$ cat config.mk
export PLATFORM = sky130hd
export DESIGN_NAME = locker_code_fsm_flat
export DESIGN_NICKNAME = d
export VERILOG_FILES = /design/src/rtl/locker_code_fsm_if.sv /design/src/rtl/locker_code_fsm.sv /design/src/flat_wrapper.sv
export SDC_FILE = /design/constraint.sdc
export NUM_CORES = 1
export LEC_CHECK = 0
export ABC_AREA = 1
export ABC_CLOCK_PERIOD_IN_PS = 2550
export CAP_MARGIN = 20
export CELL_PAD_IN_SITES_DETAIL_PLACEMENT = 0
export CELL_PAD_IN_SITES_GLOBAL_PLACEMENT = 1
export CORE_ASPECT_RATIO = 1.1
export CORE_MARGIN = 8
export CORE_UTILIZATION = 43
export CTS_BUF_LIST = sky130_fd_sc_hd__clkbuf_2 sky130_fd_sc_hd__clkbuf_4 sky130_fd_sc_hd__clkbuf_8
export CTS_CLUSTER_DIAMETER = 40
export DETAILED_ROUTE_END_ITERATION = 8
export GPL_ROUTABILITY_DRIVEN = 0
export MAX_ROUTING_LAYER = met4
export PLACE_DENSITY = 0.78
export SYNTH_ARGS = -nofsm -noshare
export SYNTH_HDL_FRONTEND = slang
export SYNTH_SLANG_ARGS = --single-unit
export TNS_END_PERCENT = 1
$ cat constraint.sdc
create_clock -name C -period 2.55 [get_ports C]
set_clock_uncertainty 0.1 [all_clocks]
set_input_delay 0.51 -clock C [delete_from_list [all_inputs] [get_ports C]]
set_output_delay 0.51 -clock C [all_outputs]
set_load 0.03 [all_outputs]
$ cat src/rtl/locker_code_fsm_if.sv
// Keypad / lock-request bundle between the keypad front end (master) and the
// code-entry controller (slave), including the controller's status outputs.
interface locker_code_fsm_if;
  logic       key_valid;
  logic [3:0] key_val;
  logic       lock_req;
  logic       S;
  logic       R;
  logic       err;
  logic       lockout;
  logic [3:0] digit_cnt;
  logic [3:0] tries;

  modport master (
    output key_valid, key_val, lock_req,
    input  S, R, err, lockout, digit_cnt, tries
  );

  modport slave (
    input  key_valid, key_val, lock_req,
    output S, R, err, lockout, digit_cnt, tries
  );
endinterface

$ cat src/rtl/locker_code_fsm.sv
// Code-entry controller for the Locker: collects keypad digits, compares them to
// a stored code and emits one-cycle S (unlock) / R (lock) pulses for RS_EN.
// Too many consecutive wrong codes put the controller into a timed lockout.
module locker_code_fsm #(
  parameter int                  DIGITS      = 4,
  parameter logic [DIGITS*4-1:0] CODE        = 16'h1234,
  parameter int                  MAX_TRIES   = 3,
  parameter int                  LOCKOUT_CYC = 100
) (
  input logic               C,
  input logic               RST,
  locker_code_fsm_if.slave  bus
);

  localparam int W  = DIGITS * 4;
  localparam int TW = $clog2(LOCKOUT_CYC + 1);

  typedef enum logic [2:0] {
    IDLE,
    ENTRY,
    CHECK,
    OPEN,
    FAIL,
    LOCKOUT
  } state_t;

  state_t        state_q, state_d;
  logic [W-1:0]  entry_q, entry_d;
  logic [3:0]    cnt_q, cnt_d;
  logic [3:0]    tries_q, tries_d;
  logic [TW-1:0] timer_q, timer_d;
  logic          lock_prev_q;
  logic          s_q, s_d;
  logic          r_q, r_d;
  logic          err_q, err_d;
  logic          lockout_q, lockout_d;

  logic          lock_rise;
  logic          is_digit;
  logic          is_clear;
  logic          code_ok;
  logic [3:0]    cnt_inc;
  logic [3:0]    tries_inc;
  logic [W-1:0]  entry_shift;

  // A held lock_req must only produce a single R pulse, so everything keys off its rising edge.
  assign lock_rise   = bus.lock_req & ~lock_prev_q;
  assign is_digit    = bus.key_valid && (bus.key_val <= 4'd9);
  assign is_clear    = bus.key_valid && (bus.key_val == 4'hF);
  assign code_ok     = (entry_q == CODE);
  assign cnt_inc     = cnt_q + 4'd1;
  assign tries_inc   = (tries_q >= 4'(MAX_TRIES)) ? tries_q : (tries_q + 4'd1);
  assign entry_shift = (entry_q << 4) | W'(bus.key_val);

  // State register plus all registered outputs; reset discards any attempt or lockout.
  always_ff @(posedge C) begin
    if (RST) begin
      state_q     <= IDLE;
      entry_q     <= '0;
      cnt_q       <= '0;
      tries_q     <= '0;
      timer_q     <= '0;
      lock_prev_q <= 1'b0;
      s_q         <= 1'b0;
      r_q         <= 1'b0;
      err_q       <= 1'b0;
      lockout_q   <= 1'b0;
    end else begin
      state_q     <= state_d;
      entry_q     <= entry_d;
      cnt_q       <= cnt_d;
      tries_q     <= tries_d;
      timer_q     <= timer_d;
      lock_prev_q <= bus.lock_req;
      s_q         <= s_d;
      r_q         <= r_d;
      err_q       <= err_d;
      lockout_q   <= lockout_d;
    end
  end

  // Next-state logic: digit collection, code check, failure counting and lockout timing.
  always_comb begin
    state_d = state_q;
    entry_d = entry_q;
    cnt_d   = cnt_q;
    tries_d = tries_q;
    timer_d = timer_q;
    unique case (state_q)
      IDLE: begin
        if (lock_rise) begin
          entry_d = '0;
          cnt_d   = '0;
        end else if (is_digit) begin
          entry_d = entry_shift;
          cnt_d   = 4'd1;
          state_d = (DIGITS == 1) ? CHECK : ENTRY;
        end
      end
      ENTRY: begin
        if (lock_rise || is_clear) begin
          entry_d = '0;
          cnt_d   = '0;
          state_d = IDLE;
        end else if (is_digit) begin
          entry_d = entry_shift;
          cnt_d   = cnt_inc;
          if (cnt_inc == 4'(DIGITS)) begin
            state_d = CHECK;
          end
        end
      end
      CHECK: begin
        entry_d = '0;
        cnt_d   = '0;
        if (code_ok) begin
          tries_d = '0;
          // A lock request arriving with a correct code wins: stay locked.
          state_d = lock_rise ? IDLE : OPEN;
        end else begin
          tries_d = tries_inc;
          if (tries_inc == 4'(MAX_TRIES)) begin
            state_d = LOCKOUT;
            timer_d = TW'(LOCKOUT_CYC);
          end else begin
            state_d = FAIL;
          end
        end
      end
      FAIL: begin
        state_d = IDLE;
      end
      OPEN: begin
        if (lock_rise) begin
          state_d = IDLE;
        end
      end
      LOCKOUT: begin
        timer_d = timer_q - TW'(1);
        if (timer_q <= TW'(1)) begin
          state_d = IDLE;
          tries_d = '0;
        end
      end
      default: begin
        state_d = IDLE;
      end
    endcase
  end

  // Output logic: computes next-cycle pulse/level values, registered alongside the state.
  always_comb begin
    s_d       = (state_q == CHECK) && code_ok && !lock_rise;
    r_d       = lock_rise;
    err_d     = (state_d == FAIL);
    lockout_d = (state_d == LOCKOUT);
  end

  assign bus.S         = s_q;
  assign bus.R         = r_q;
  assign bus.err       = err_q;
  assign bus.lockout   = lockout_q;
  assign bus.digit_cnt = cnt_q;
  assign bus.tries     = tries_q;

endmodule
$ cat src/flat_wrapper.sv
// flat-port wrapper written by rule: the top's interface ports become plain ports
module locker_code_fsm_flat 
#(
  parameter int                  DIGITS      = 4,
  parameter logic [DIGITS*4-1:0] CODE        = 16'h1234,
  parameter int                  MAX_TRIES   = 3,
  parameter int                  LOCKOUT_CYC = 100
)
  (C, RST, bus_key_valid, bus_key_val, bus_lock_req, bus_S, bus_R, bus_err, bus_lockout, bus_digit_cnt, bus_tries);
  locker_code_fsm_if bus_i ();
  input logic C;
  input logic RST;
  input wire logic [$bits(bus_i.key_valid)-1:0] bus_key_valid;
  input wire logic [$bits(bus_i.key_val)-1:0] bus_key_val;
  input wire logic [$bits(bus_i.lock_req)-1:0] bus_lock_req;
  output wire logic [$bits(bus_i.S)-1:0] bus_S;
  output wire logic [$bits(bus_i.R)-1:0] bus_R;
  output wire logic [$bits(bus_i.err)-1:0] bus_err;
  output wire logic [$bits(bus_i.lockout)-1:0] bus_lockout;
  output wire logic [$bits(bus_i.digit_cnt)-1:0] bus_digit_cnt;
  output wire logic [$bits(bus_i.tries)-1:0] bus_tries;
  assign bus_i.key_valid = bus_key_valid;
  assign bus_i.key_val = bus_key_val;
  assign bus_i.lock_req = bus_lock_req;
  assign bus_S = bus_i.S;
  assign bus_R = bus_i.R;
  assign bus_err = bus_i.err;
  assign bus_lockout = bus_i.lockout;
  assign bus_digit_cnt = bus_i.digit_cnt;
  assign bus_tries = bus_i.tries;
  locker_code_fsm #(.DIGITS(DIGITS), .CODE(CODE), .MAX_TRIES(MAX_TRIES), .LOCKOUT_CYC(LOCKOUT_CYC)) u_core (.C(C), .RST(RST), .bus(bus_i));
endmodule
==> impl_metrics.tcl <==
set metrics [dict create \
    final_max_slew_viol_count 0 \
    post_synthesis_register_bit_count 39 \
    initial_cell_density_of_the_core 0.442 \
    die_y_um 85.3 \
    achievable-frequency_mhz 490 \
    maxCapViolations 0 \
    synth_cell_type_count 33 \
    run_status "completed" \
    critical_path.startpoint_type "flop" \
    hold_slack_ns 0.342 \
    hold_path_class "reg -> reg" \
    clock_sink_count 39 \
    maximum_number_of_pins_on_one_net_before_global_route_repair 21 \
    ys_top_cells_by_area "sky130_fd_sc_hd__dfxtp_1 (42%), sky130_fd_sc_hd__nor2_1 (8.0%), sky130_fd_sc_hd__nand2_1 (7.8%)" \
    post_synth_instance_area_mm2 0.00188 \
    cts-root-buf "sky130_fd_sc_hd__clkbuf_8" \
    groute.usage.overall 0.127 \
    design.die.area_mm2 0.00674 \
    cts_tree "built" \
    postCtsResizedCells 0 \
    drt_pre_antenna_iters 4 \
    worstPathCellList "clkdlybuf4s50_1" \
    grt_first_pass_wirelength_um 6820 \
    die-width_um 79.0 \
    synthArstFlopShare 0 \
    synth.top_cells.by_count "sky130_fd_sc_hd__nor2_1 (40), sky130_fd_sc_hd__dfxtp_1 (39), sky130_fd_sc_hd__nand2_1 (39), sky130_fd_sc_hd__inv_1 (33), sky130_fd_sc_hd__nand3_1 (20)" \
    synthDominantAreaCellType "sky130_fd_sc_hd__dfxtp_1" \
    post_cts_hold_buffer_count 0 \
    min_period_over_period 0.800 \
    final-seq-area_um2 781 \
    holdCritStartpoint "u_core.bus.tries[3]" \
    path_clk_slew_ns 0.08 \
    deepest_clock_path_buffer_count 2 \
    num-nets-final 284 \
    path_max_fanout 6 \
    crit_path_end_kind "output pin" \
    synth.top_cell.area_share 0.415 \
    startpoint "u_core.bus.digit_cnt[0]" \
    syn-instance-count 247 \
    share_of_the_core_filled_with_cells_in_the_final_layout 0.529 \
    multi_input_area_um2 928 \
    power_density_normalized_to_cell_area_mw_per_mm2 574 \
    postSynthAreaPerCell_um2 7.61 \
    globalRoute.totalOverflow 0 \
    mappedNetlistNets 260 \
    leakage_uw 0.000925 \
    number_of_global_route_vias_before_repair 1591 \
    dp_hpwl_um 2740 \
    synth_warnings 0 \
    timing.critical_path.slowest_cell_delay_ns 0.72 \
    crit_required_ns 1.94 \
    synth_edf_count 0 \
    clock_latency_on_the_worst_skew_pair_ns 0.29 \
    core-area_mm2 0.00425 \
    final_hold_viol_count 0 \
    fin_setup_tns_ns 0 \
    ios 20 \
    worst_slew_pin_slew_ns 0.321 \
    nFillCells 458 \
    ys_seq_area_frac 0.415 \
    cts_made_buffers 5 \
    drt-vias-per-instance 4.98 \
    drt-wirelength-per-cell_um 11.7 \
    cp_delay_by_family_top "buffers and inverters" \
    peakVddDrop_mv 0.368 \
    final_layout_size_suffix_gt1_frac 0.136 \
    final-setup-viol-count 0 \
    cts-htree-levels 2 \
    period_needed_ns 2.04 \
    grt_setup_unrepaired "false" \
    critPathKind "reg -> out" \
    drt_first_iter_violations 63 \
    timing.rr.start "u_core.bus.tries[0]" \
    antenna_found_initial 0 \
    timing.critical_path.arrival_ns 1.43 \
    postCtsSetupBuffers 0 \
    postRouteWirelength_um 3800 \
    worst_path_max_delay_cell "sky130_fd_sc_hd__clkdlybuf4s50_1" \
    diodes 0 \
    rows 25 \
    synthToLayoutAreaGrowth_pct 19.7 \
    detail-route-antenna-nets 0 \
    route.detailed.drc 0 \
    placement.io_buffers 19 \
    critical_path_buf_inv_count 1 \
    top_reg_cell_synth "sky130_fd_sc_hd__dfxtp_1" \
    synth.most_common_cell "sky130_fd_sc_hd__nor2_1" \
    timing.max_slew.rel_slack 0.786 \
    detailroute.via_count 1624 \
]
==> cell type report <==
class / instances / area share
clock buffer: 5 / 0.0306
sequential: 39 / 0.347
tap: 54 / 0.0300
timing repair buffer: 22 / 0.100
multi-input combinational: 167 / 0.413
clock inverter: 3 / 0.0195
inverter: 36 / 0.0601
==> routing by layer <==
| layer | wire [um] | GRT usage | vias up |
|---|---|---|---|
| li1 | - | - | 851 |
| met1 | 1820 | 0.145 | 744 |
| met2 | 1770 | 0.206 | 24 |
| met3 | 147 | 0.0307 | 5 |
| met4 | 63 | 0.0556 | 0 |
| met5 | 0 | - | - |
==> per-stage QoR <==
step | cell area, um2 | worst slack, ns | power [uW] | cells
3_3_place_gp | 2140 | 0.325 | 788 | 318
6_report | 2250 | 0.510 | 1290 | 326
5_1_grt | 2250 | 0.424 | 1350 | 326
2_1_floorplan | 1880 | 0.866 | 749 | 247
3_5_place_dp | 2140 | 0.283 | 790 | 318
4_1_cts | 2250 | 0.496 | 1310 | 326
==> cell families after synthesis <==
family	synth area share
xor+xnor	0.00932
compound gates	0.153
fa+ha+maj	0.0333
simple gates	0.298
flops	0.415
buf+inv	0.0905
==> cells in the final DEF, fill, tap and decap left out, types with 2 or more instances in the layout <==
cell	count
sky130_fd_sc_hd__o21ai_0	7
sky130_fd_sc_hd__a31oi_1	2
sky130_fd_sc_hd__nand4_1	5
sky130_fd_sc_hd__nand3_1	20
sky130_fd_sc_hd__nor2_1	40
sky130_fd_sc_hd__dfxtp_1	39
sky130_fd_sc_hd__nand2_4	2
sky130_fd_sc_hd__ha_1	5
sky130_fd_sc_hd__nor2_2	2
sky130_fd_sc_hd__a21oi_1	10
sky130_fd_sc_hd__xor2_1	2
sky130_fd_sc_hd__nand3_2	3
sky130_fd_sc_hd__a211oi_1	6
sky130_fd_sc_hd__or2_2	3
sky130_fd_sc_hd__nand3b_1	2
sky130_fd_sc_hd__nand2_1	39
sky130_fd_sc_hd__buf_4	2
sky130_fd_sc_hd__inv_2	3
sky130_fd_sc_hd__clkbuf_8	5
sky130_fd_sc_hd__a211oi_2	8
sky130_fd_sc_hd__a21oi_2	2
sky130_fd_sc_hd__clkdlybuf4s50_1	19
sky130_fd_sc_hd__inv_1	33
==> sequential cells by signal, summed over array words and instances (netlist names) <==
signal,cells
u_core.lock_prev_q,1
u_core.entry_q,16
u_core.bus.R,1
u_core.bus.err,1
u_core.bus.S,1
u_core.timer_q,7
u_core.bus.lockout,1
u_core.bus.tries,4
u_core.bus.digit_cnt,4
u_core.state_q,3
==> final timing paths <==
check | endpoint | slack, ns | depth (start not counted)
max | bus_digit_cnt[0] | 0.51 | 1
max reg2reg | u_core.bus.lockout | 0.79 | 9
min | u_core.bus.tries[3] | 0.34 | 2
min reg2reg | u_core.bus.tries[3] | 0.34 | 2
==> where the power goes <==
part | total [uW] | internal, uW | switching, uW
Combinational | 133 | 50.6 | 82.2
Clock | 518 | 291 | 226
Sequential | 640 | 628 | 12.3
Total | 1290 | 970 | 321
No activity file was read; power rests on OpenSTA's default activity.
